--- src/rtl/ack_bus_scheduler_pkg.sv ---
// Shared definitions for the ACK bus scheduler and its helpers.
// Source IDs, source count and the scheduler state encoding.
package ack_bus_pkg;

  localparam int NUM_SRC = 4;

  localparam logic [1:0] ID_MEM  = 2'd0;
  localparam logic [1:0] ID_SHA  = 2'd1;
  localparam logic [1:0] ID_AES  = 2'd2;
  localparam logic [1:0] ID_CTRL = 2'd3;

  typedef enum logic [1:0] {
    IDLE  = 2'd0,
    GRANT = 2'd1,
    GAP   = 2'd2
  } sched_state_t;

  // One-hot grant vector for a source ID.
  function automatic logic [NUM_SRC-1:0] id_to_onehot(input logic [1:0] id);
    logic [NUM_SRC-1:0] oh;
    oh = '0;
    oh[id] = 1'b1;
    return oh;
  endfunction

endpackage

--- src/rtl/ack_bus_scheduler_if.sv ---
// ACK bus scheduler interface: request/done inputs from the sources,
// grant/status outputs from the scheduler.
// Optional macro ACK_SCHED_TIMEOUT_EN adds the sticky timeout_err signal.
interface ack_bus_scheduler_if;
  import ack_bus_pkg::*;

  logic [NUM_SRC-1:0] req;
  logic [NUM_SRC-1:0] done;
  logic [NUM_SRC-1:0] grant;
  logic               grant_valid;
  logic [1:0]         grant_id;
  logic               ack_event;
  logic               busy;
`ifdef ACK_SCHED_TIMEOUT_EN
  logic               timeout_err;
`endif

  // Scheduler side.
  modport slave (
    input  req,
    input  done,
    output grant,
    output grant_valid,
    output grant_id,
    output ack_event,
`ifdef ACK_SCHED_TIMEOUT_EN
    output timeout_err,
`endif
    output busy
  );

  // Source / listener side.
  modport master (
    output req,
    output done,
    input  grant,
    input  grant_valid,
    input  grant_id,
    input  ack_event,
`ifdef ACK_SCHED_TIMEOUT_EN
    input  timeout_err,
`endif
    input  busy
  );

endinterface

--- src/rtl/ack_bus_scheduler_rr_pick4.sv ---
// Combinational rotating-priority picker for four requesters.
// Scans from (last+1) mod 4 upward with wrap-around; the source that won
// last time therefore has the lowest priority.
module rr_pick4 (
  input  logic [3:0] req,
  input  logic [1:0] last,
  output logic       any,
  output logic [1:0] winner
);

  // First set request bit after the previous winner, wrapping.
  always_comb begin
    logic       found;
    logic [1:0] idx;
    any    = |req;
    winner = last;
    found  = 1'b0;
    idx    = last;
    for (int i = 1; i <= 4; i++) begin
      idx = last + 2'(i);
      if (req[idx] && !found) begin
        winner = idx;
        found  = 1'b1;
      end
    end
  end

endmodule

--- src/rtl/ack_bus_scheduler.sv ---
// Registered round-robin scheduler for the shared open-drain ACK bus.
// A grant is held until the grantee signals done or drops its request,
// followed by GAP_CYCLES idle turnaround cycles before the next pick.
// Optional macro ACK_SCHED_TIMEOUT_EN: forced release after TIMEOUT_CYCLES
// grant cycles and a sticky timeout_err flag.
module ack_bus_scheduler
  import ack_bus_pkg::*;
#(
  parameter int GAP_CYCLES     = 1,
  parameter int TIMEOUT_CYCLES = 200,
  parameter int CNT_W          = 8
) (
  input logic                clk,
  input logic                rst,
  ack_bus_scheduler_if.slave bus
);

  localparam logic [CNT_W-1:0] GAP_LAST = CNT_W'((GAP_CYCLES > 0) ? GAP_CYCLES - 1 : 0);

  // Counter width must cover both configured cycle counts.
  if (!((2 ** CNT_W) > GAP_CYCLES && (2 ** CNT_W) > TIMEOUT_CYCLES)) begin : g_cnt_w_check
    $error("CNT_W too small for GAP_CYCLES/TIMEOUT_CYCLES");
  end

  sched_state_t       state, state_nxt;
  logic [NUM_SRC-1:0] grant, grant_nxt;
  logic [1:0]         grant_id, grant_id_nxt;   // doubles as the round-robin pointer
  logic               ack_event, ack_event_nxt;
  logic [CNT_W-1:0]   gap_cnt, gap_cnt_nxt;
  logic               pick_any;
  logic [1:0]         pick_id;
  logic               release_req;
`ifdef ACK_SCHED_TIMEOUT_EN
  localparam logic [CNT_W-1:0] HOLD_LAST = CNT_W'((TIMEOUT_CYCLES > 0) ? TIMEOUT_CYCLES - 1 : 0);
  logic [CNT_W-1:0]   hold_cnt, hold_cnt_nxt;
  logic               timeout_err, timeout_err_nxt;
  logic               hold_expired;
`endif

  rr_pick4 u_pick (
    .req    (bus.req),
    .last   (grant_id),
    .any    (pick_any),
    .winner (pick_id)
  );

  // Next-state and next-output logic for the IDLE/GRANT/GAP sequence.
  always_comb begin
    state_nxt     = state;
    grant_nxt     = grant;
    grant_id_nxt  = grant_id;
    ack_event_nxt = 1'b0;
    gap_cnt_nxt   = gap_cnt;
    // Only the current grantee's done/req are looked at.
    release_req   = bus.done[grant_id] || !bus.req[grant_id];
`ifdef ACK_SCHED_TIMEOUT_EN
    hold_cnt_nxt    = hold_cnt;
    timeout_err_nxt = timeout_err;
    hold_expired    = (hold_cnt == HOLD_LAST);
`endif
    case (state)
      IDLE: begin
        if (pick_any) begin
          grant_nxt     = id_to_onehot(pick_id);
          grant_id_nxt  = pick_id;
          ack_event_nxt = 1'b1;
          state_nxt     = GRANT;
`ifdef ACK_SCHED_TIMEOUT_EN
          hold_cnt_nxt  = '0;
`endif
        end
      end
      GRANT: begin
`ifdef ACK_SCHED_TIMEOUT_EN
        hold_cnt_nxt = hold_cnt + 1'b1;
        if (hold_expired && !release_req) begin
          timeout_err_nxt = 1'b1;
        end
        if (release_req || hold_expired) begin
`else
        if (release_req) begin
`endif
          grant_nxt   = '0;
          gap_cnt_nxt = '0;
          state_nxt   = (GAP_CYCLES > 0) ? GAP : IDLE;
        end
      end
      GAP: begin
        if (gap_cnt == GAP_LAST) begin
          state_nxt = IDLE;
        end else begin
          gap_cnt_nxt = gap_cnt + 1'b1;
        end
      end
      default: begin
        state_nxt = IDLE;
        grant_nxt = '0;
      end
    endcase
  end

  // State and output registers; reset returns the pointer to CTRL so MEM wins first.
  always_ff @(posedge clk) begin
    if (rst) begin
      state     <= IDLE;
      grant     <= '0;
      grant_id  <= ID_CTRL;
      ack_event <= 1'b0;
      gap_cnt   <= '0;
`ifdef ACK_SCHED_TIMEOUT_EN
      hold_cnt    <= '0;
      timeout_err <= 1'b0;
`endif
    end else begin
      state     <= state_nxt;
      grant     <= grant_nxt;
      grant_id  <= grant_id_nxt;
      ack_event <= ack_event_nxt;
      gap_cnt   <= gap_cnt_nxt;
`ifdef ACK_SCHED_TIMEOUT_EN
      hold_cnt    <= hold_cnt_nxt;
      timeout_err <= timeout_err_nxt;
`endif
    end
  end

  assign bus.grant       = grant;
  assign bus.grant_valid = |grant;
  assign bus.grant_id    = grant_id;
  assign bus.ack_event   = ack_event;
  assign bus.busy        = (state == GRANT) || (state == GAP);
`ifdef ACK_SCHED_TIMEOUT_EN
  assign bus.timeout_err = timeout_err;
`endif

endmodule

--- src/flat_wrapper.sv ---
// flat-port wrapper written by rule: the top's interface ports become plain ports
module ack_bus_scheduler_flat import ack_bus_pkg::*;
#(
  parameter int GAP_CYCLES     = 1,
  parameter int TIMEOUT_CYCLES = 200,
  parameter int CNT_W          = 8
)
  (clk, rst, bus_req, bus_done, bus_grant, bus_grant_valid, bus_grant_id, bus_ack_event, bus_busy);
  ack_bus_scheduler_if bus_i ();
  input logic clk;
  input logic rst;
  input wire logic [$bits(bus_i.req)-1:0] bus_req;
  input wire logic [$bits(bus_i.done)-1:0] bus_done;
  output wire logic [$bits(bus_i.grant)-1:0] bus_grant;
  output wire logic [$bits(bus_i.grant_valid)-1:0] bus_grant_valid;
  output wire logic [$bits(bus_i.grant_id)-1:0] bus_grant_id;
  output wire logic [$bits(bus_i.ack_event)-1:0] bus_ack_event;
  output wire logic [$bits(bus_i.busy)-1:0] bus_busy;
  assign bus_i.req = bus_req;
  assign bus_i.done = bus_done;
  assign bus_grant = bus_i.grant;
  assign bus_grant_valid = bus_i.grant_valid;
  assign bus_grant_id = bus_i.grant_id;
  assign bus_ack_event = bus_i.ack_event;
  assign bus_busy = bus_i.busy;
  ack_bus_scheduler #(.GAP_CYCLES(GAP_CYCLES), .TIMEOUT_CYCLES(TIMEOUT_CYCLES), .CNT_W(CNT_W)) u_core (.clk(clk), .rst(rst), .bus(bus_i));
endmodule
--- config.mk ---
export PLATFORM = sky130hd
export DESIGN_NAME = ack_bus_scheduler_flat
export DESIGN_NICKNAME = d
export VERILOG_FILES = /design/src/rtl/ack_bus_scheduler_pkg.sv /design/src/rtl/ack_bus_scheduler_if.sv /design/src/rtl/ack_bus_scheduler_rr_pick4.sv /design/src/rtl/ack_bus_scheduler.sv /design/src/flat_wrapper.sv
export SDC_FILE = /design/constraint.sdc
export NUM_CORES = 1
export LEC_CHECK = 0
export ABC_AREA = 1
export BUFFER_PORTS_ARGS = -buffer_cell sky130_fd_sc_hd__buf_2
export CAP_MARGIN = 20
export CORE_AREA = 2 2 56 58
export CTS_CLUSTER_DIAMETER = 40
export DETAILED_ROUTE_END_ITERATION = 16
export DIE_AREA = 0 0 58 60
export GPL_ROUTABILITY_DRIVEN = 0
export GPL_TIMING_DRIVEN = 0
export PLACE_DENSITY = 0.71
export SLEW_MARGIN = 15
export SYNTH_ARGS = -nofsm -noshare
export SYNTH_HDL_FRONTEND = slang
export SYNTH_HIERARCHICAL = 1
export SYNTH_SLANG_ARGS = --single-unit
export TNS_END_PERCENT = 10
--- constraint.sdc ---
create_clock -name clk -period 1.5 [get_ports clk]
set_input_delay 0.075 -clock clk [delete_from_list [all_inputs] [get_ports clk]]
set_output_delay 0.075 -clock clk [all_outputs]
set_load 0.02 [all_outputs]
== Word level (Yosys, flattened, before mapping) ==
Index checks and enable logic that the tools add are counted.

* Add/sub/neg operators: 4
* Magnitude comparators: 6
* Equal/unequal tests: 6
* Muxes and demuxes: 30
* Bitwise logic cells: 2
* Reduce and logical (&&, ||, !) cells: 20

{| class="wikitable"
|+ Operator list
! kind !! count
|-
| 8-bit 2-to-1 mux || 2
|-
| 8-bit one-hot mux with 2 select lines || 1
|-
| 2-bit by 3-bit < comparator with 1-bit output (second input constant) || 5
|-
| 2-bit 2-to-1 mux || 7
|-
| 4-bit one-hot mux with 3 select lines || 1
|-
| 1-bit binary-select mux with 2-bit select || 5
|-
| 1-bit 2-to-1 mux || 10
|-
| 3-bit AND reduction || 3
|-
| 8-bit by 1-bit adder with 8-bit output (second input constant) || 1
|-
| 8-bit logical NOT || 1
|-
| 4-bit 2-to-1 mux || 2
|-
| 4-bit OR reduction || 2
|-
| 2-bit by 1-bit inequality test with 1-bit output (second input constant) || 3
|-
| 2-bit one-hot mux with 3 select lines || 1
|-
| 2-bit adder (second input constant) || 2
|-
| 1-bit logical AND || 4
|-
| 1-bit logical NOT || 4
|-
| 2-bit by 1-bit adder with 2-bit output (second input constant) || 1
|-
| 1-bit demux with 2-bit select || 1
|-
| 2-bit by 1-bit equality test with 1-bit output (second input constant) || 1
|-
| 2-bit equality test (second input constant) || 1
|-
| 2-bit by 1-bit >= comparator with 1-bit output (second input constant) || 1
|-
| 2-bit logical NOT || 1
|-
| 1-bit logical OR || 2
|-
| other kinds (5) || 6
|}

* Register bits: 17
* Input bits: 10
* Output and inout port bits: 9
* Logic and storage cells: 73

== Depth between registers and ports, before layout ==
* Depth after elaboration: 19
* Mapped depth: 15
* Mapped depth without buffers: 14

== Modules after synthesis ==
The synthesis kept the hierarchy.

{| class="wikitable"
|+ Modules (own cells, without submodules)
! module !! times used !! cells each !! area each (um^2) !! sequential area each (um^2)
|-
| ack_bus_scheduler || 1 || 168 || 1,099.8 || 340.3
|-
| rr_pick4 || 1 || 44 || 256.5 || 0.0
|}

== Least setup slack after synthesis ==
No wires, ideal clock.

* Path type: register to register
* From: register u_core.grant_id[0], in the netlist u_core/bus.grant_id[0]
* To: register u_core.grant[0], in the netlist u_core/bus.grant[0]
* Library setup time: 0.110 ns
* Data arrival time: 1.595 ns
* Data required time: 1.390 ns
* Slack: -0.205 ns
* Cell stages (with the launch flop): 14
* Buffers on the path: 1
* Clock period less this slack: 1.705 ns
* Path through: dfxtp_1 > buf_6 > nand2_1 > nand2_2 > nand2_2 > nand2_4 > xor2_1 > nand2_1 > nand2_1 > inv_1 > nand3_1 > nand4_1 > nand2_1 > nor2_1

* Word-level cells in the longest chain between the ends: 19
* Elaborated cells between the ends (all ways): 37
* Classes of those cells: 3 x add/sub; 2 x order compare; 1 x eq/ne; 21 x mux; 10 x reduce/logical

{| class="wikitable"
|+ Ends and longest elaborated chain
! what !! line !! RTL
|-
| start: declaration || ack_bus_scheduler.sv:27 || <nowiki>logic [1:0] grant_id, grant_id_nxt;</nowiki>
|-
| start signal: assignment || ack_bus_scheduler.sv:117 || <nowiki>grant_id <= grant_id_nxt;</nowiki>
|-
| 2-bit by 1-bit adder with 2-bit output || ack_bus_scheduler_rr_pick4.sv:20 || <nowiki>idx = last + 2'(i);</nowiki>
|-
| 1-bit binary-select mux with 2-bit select || ack_bus_scheduler_rr_pick4.sv:21 || <nowiki>if (req[idx] && !found) begin</nowiki>
|-
| 1-bit 2-to-1 mux (implied by the code) || ack_bus_scheduler_rr_pick4.sv:21 ||
|-
| 1-bit 2-to-1 mux || ack_bus_scheduler_rr_pick4.sv:21 ||
|-
| 1-bit logical NOT || ack_bus_scheduler_rr_pick4.sv:21 ||
|-
| 1-bit logical AND || ack_bus_scheduler_rr_pick4.sv:21 ||
|-
| 1-bit 2-to-1 mux || ack_bus_scheduler_rr_pick4.sv:21 ||
|-
| 1-bit logical NOT || ack_bus_scheduler_rr_pick4.sv:21 ||
|-
| [... 4 more ...] || - ||
|-
| 2-bit 2-to-1 mux * || ack_bus_scheduler_rr_pick4.sv:21 ||
|-
| via u_core.pick_id[0] || ack_bus_scheduler.sv:31 || <nowiki>logic [1:0] pick_id;</nowiki>
|-
| 2-bit by 3-bit < comparator with 1-bit output (implied by the code) / 2-bit by 1-bit >= comparator with 1-bit output (equally long branches) || ack_bus_scheduler_pkg.sv:22 || <nowiki>oh[id] = 1'b1;</nowiki>
|-
| 1-bit logical AND (implied by the code) || ack_bus_scheduler_pkg.sv:22 ||
|-
| 1-bit 2-to-1 mux (implied by the code) || ack_bus_scheduler_pkg.sv:22 ||
|-
| 1-bit demux with 2-bit select * || - ||
|-
| 4-bit 2-to-1 mux * || ack_bus_scheduler.sv:63 || <nowiki>if (pick_any) begin</nowiki>
|-
| 4-bit one-hot mux with 3 select lines * || ack_bus_scheduler.sv:61 || <nowiki>case (state)</nowiki>
|-
| end signal: assignment || ack_bus_scheduler.sv:116 || <nowiki>grant <= grant_nxt;</nowiki>
|-
| end: declaration || ack_bus_scheduler.sv:26 || <nowiki>logic [NUM_SRC-1:0] grant, grant_nxt;</nowiki>
|}

Mark *: on every way through the listed nets, which the timed path passes. The rest lies on a longest branch. The select of a mux whose other input is x is not followed.
A chain may end at the register's enable or synchronous reset.

== Worst setup path in the final report ==
* From: register u_core.grant_id[1], in the netlist u_core/bus.grant_id[1]
* To: register u_core.grant[0], in the netlist u_core/bus.grant[0]

The elaborated chain is that of the path after synthesis.

==> metrics.txt <==
largest area contributor in the netlist dfxtp_1; Setup crit start kind register; failing checks negative setup slack; worst-margin pin slew about 450 ps; post-synthesis sequential area ratio 0.251; Syn Std Cell Area approximately 0.0014 sq mm; Crit Path Max Fanout 4; Post-route DRC 0; Initial DRC Count 49; Final Hold Fails 0; outcome finished, violations left; Num Clock Sinks 17; final wirelength between 3000 and 4000 um; Worst R2R Start u_core/bus.grant_id[1]$_SDFFE_PP1P_; RSZ-0062 raised after global routing true; Final Non-Filler Cells 274; CP endpoint kind register; Critical Path AT 1770 ps; fin crit share 1.05; peak supply drop approximately 1.4 mV; clock latency on the worst-skew pair approximately 290 ps; Overall Power about 3.5 mW; Cell Pwr Density approximately 2000 mW/mm^2; crit-path most repeated cell nand2_4; CP required about 1700 ps; pin count of the biggest net entering global routing 11; CTS H-Tree Depth 1; CTS max path bufs 2; number of global-route vias before repair 1184; Cell variety after synth 29; final setup violation count 5; n_diodes 0; Root Driver clkbuf_4; Clock Skew approximately 3.7 ps; YS warnings 6; Worst-path clk slew approximately 100 ps; DRT antenna net count 0; die footprint roughly 0.0035 sq mm; initial core utilization 0.467; total track usage 0.186; setup TNS -250 ps; min cycle time layout around 1600 ps; Syn Inst Count 212; fmax 635 MHz; area delta synth->final 29.3%; grt total ovfl 0; nets@finish ~260; Syn Nets 228; Core Util, Final 0.604; top-area cell type share of the netlist area 0.251; row cnt 20; MaxCap Viol Count 0; dpl ws -127 ps; top cells by area, synth dfxtp_1 (25%), nand2_1 (16%), inv_1 (8.6%); hold buffer count at CTS 0; Synth Register Bits 17; dpl hpwl between 2000 and 2500 um; Ports 19; worst flop-to-flop path endpoint u_core/bus.grant[0]$_SDFFE_PP0P_; CTS Buf Count 3; Reg2Reg Setup Slack -80 ps; Hold Crit Start rst; min-delay worst type in2reg; total core area just under 0.003 sq mm; Pleak approximately 0.87 nW; max_slew headroom 0.702; die height about 60 um; Slew Limit Fails 0; Mean Syn Cell Area ~6.4 sq um; first-pass GRT wire length 5130 um; chip width 58 um; wire per inst roughly 11 um; hold depth 2; Worst path slowest cell dfxtp_4; initial antenna violation count 0; Avg Vias per Cell between 5 and 6; Slowest Stage Delay on Critical Path roughly 380 ps; setup ws final -75.9 ps; I/O Buffers 18; layout cell share with drive strength beyond 1 0.365; Placed Cells approximately 260; Hold Path End u_core/gap_cnt[3]$_SDFFE_PP0P_; router iterations before antenna repair 4; CTS tree yes; worst reg2reg path depth 13; CP Class reg2reg; via count approximately 1400; fillers roughly 260; Worst Setup SP u_core/bus.grant_id[1]$_SDFFE_PP1P_; cell-by-cell trace of the critical path buf_4 -> nand2_2 -> nand2_4 -> nand2_4 -> nand2_8 -> a21oi_4 -> nand3_2 -> nand2_4 -> inv_4 -> nand3_2 -> nand4_1 -> nand2_1 -> nor2_1
-- how the worst max path moves through the flow --
stage / slack, ps / endpoint / depth (start not counted)
6_report: -80 / u_core/bus.grant[0]$_SDFFE_PP0P_ / 13
5_1_grt: -150 / u_core/bus.grant[2]$_SDFFE_PP0P_ / 13
4_1_cts: -30 / u_core/bus.grant[1]$_SDFFE_PP0P_ / 13
3_5_place_dp: -130 / u_core/bus.grant[1]$_SDFFE_PP0P_ / 13
3_3_place_gp: -110 / u_core/bus.grant[1]$_SDFFE_PP0P_ / 14
2_1_floorplan: -10 / u_core/bus.grant[1]$_SDFFE_PP0P_ / 14
-- cells in the mapped netlist --
master	n
a21oi_1	9
a21oi_2	1
buf_2	1
buf_6	2
clkbuf_1	1
dfxtp_1	17
ha_1	6
inv_1	31
inv_2	4
inv_8	1
nand2_1	58
nand2_2	7
nand2_4	6
nand3_1	23
nand3_2	3
nand3_4	1
nand3b_1	2
nand4_1	7
nor2_1	20
nor3_1	1
nor3b_1	1
o211ai_1	2
o21ai_0	1
o21ai_1	2
o21ai_4	1
or2_1	1
or2_2	1
or4_1	1
xor2_1	1
-- per-layer routing --
metal  GRT usage  vias to the layer above  share of wire
met5           0                        -              0
met3      0.0216                        2          0.047
met1       0.238                      629           0.45
met4      0.0498                        0         0.0081
li1            -                      726              -
met2       0.330                       26           0.49
-- sequential cells by signal, summed over array words and instances (netlist names) --
name,count
u_core/bus.grant,4
u_core/state,2
u_core/bus.grant_id,2
u_core/gap_cnt,8
u_core/bus.ack_event,1
-- where the power goes --
part	internal, mW	total (mW)	switching (mW)
Combinational	0.983	2.58	1.60
Clock	0.103	0.247	0.143
Sequential	0.583	0.693	0.110
-- per-stage QoR --
stage | hold slack [ps] | area, sq um
floorplan | 144 | 1370
global placement | 350 | 1500
detailed placement | 356 | 1500
CTS | 31.9 | 1620
global route | 16.7 | 1750
finish | 39.2 | 1750
-- critical path: cells and delay by family, from the launching register on --
kind,cells,cell delay (ps)
DFF,1,380
and+or+nand+nor,10,770
buffers and inverters,2,190
AOI/OAI and AO/OA,1,150
-- layout by cell type, fill, tap and decap left out, types with 2 or more instances in the layout --
cell type / count
nand2_1: 48
buf_2: 19
nand3_2: 11
o211ai_1: 2
dfxtp_4: 2
nand2_4: 9
nor2_1: 18
buf_4: 4
a21oi_1: 9
dfxtp_1: 14
buf_6: 5
inv_4: 4
nand4_1: 7
nand3_1: 13
clkbuf_4: 3
nand3_4: 3
nand3b_1: 2
inv_2: 3
nor2_2: 2
inv_1: 28
clkbuf_1: 2
nand2_2: 13
ha_1: 4
-- layout make-up --
type                            instances  area (sq um)  share of cell area
Inverter                               36           153              0.0870
Tap cell                               33          41.3              0.0235
Clock buffer                            4          26.3              0.0150
Buffer                                  3          20.0              0.0114
Multi-Input combinational cell        155          1000               0.570
Timing Repair Buffer                   26           165              0.0942
Sequential cell                        17           349               0.199
-- logic make-up (layout without fill, tap and decap cells) --
| group | Yosys count | count (layout) | share of synthesized area |
|---|---|---|---|
| adder cells (fa/ha/maj) | 6 | 6 | 0.0553 |
| AND/OR/NAND/NOR | 132 | 132 | 0.485 |
| XOR/XNOR | 1 | 1 | 0.00646 |
| flip-flops | 17 | 17 | 0.251 |
| AO/OA/AOI/OAI | 16 | 16 | 0.0738 |
| buffers and inverters | 40 | 69 | 0.128 |
-- timing repair --
item                                   4_1_cts  5_1_grt
cloned                                       1        0
buffers inserted                             6        1
gates resized for setup                     18       28
setup endpoints to repair                    7       16
endpoints found under the hold margin        0        0
pin swaps                                   17       13
No activity file was read; power rests on OpenSTA's default activity.
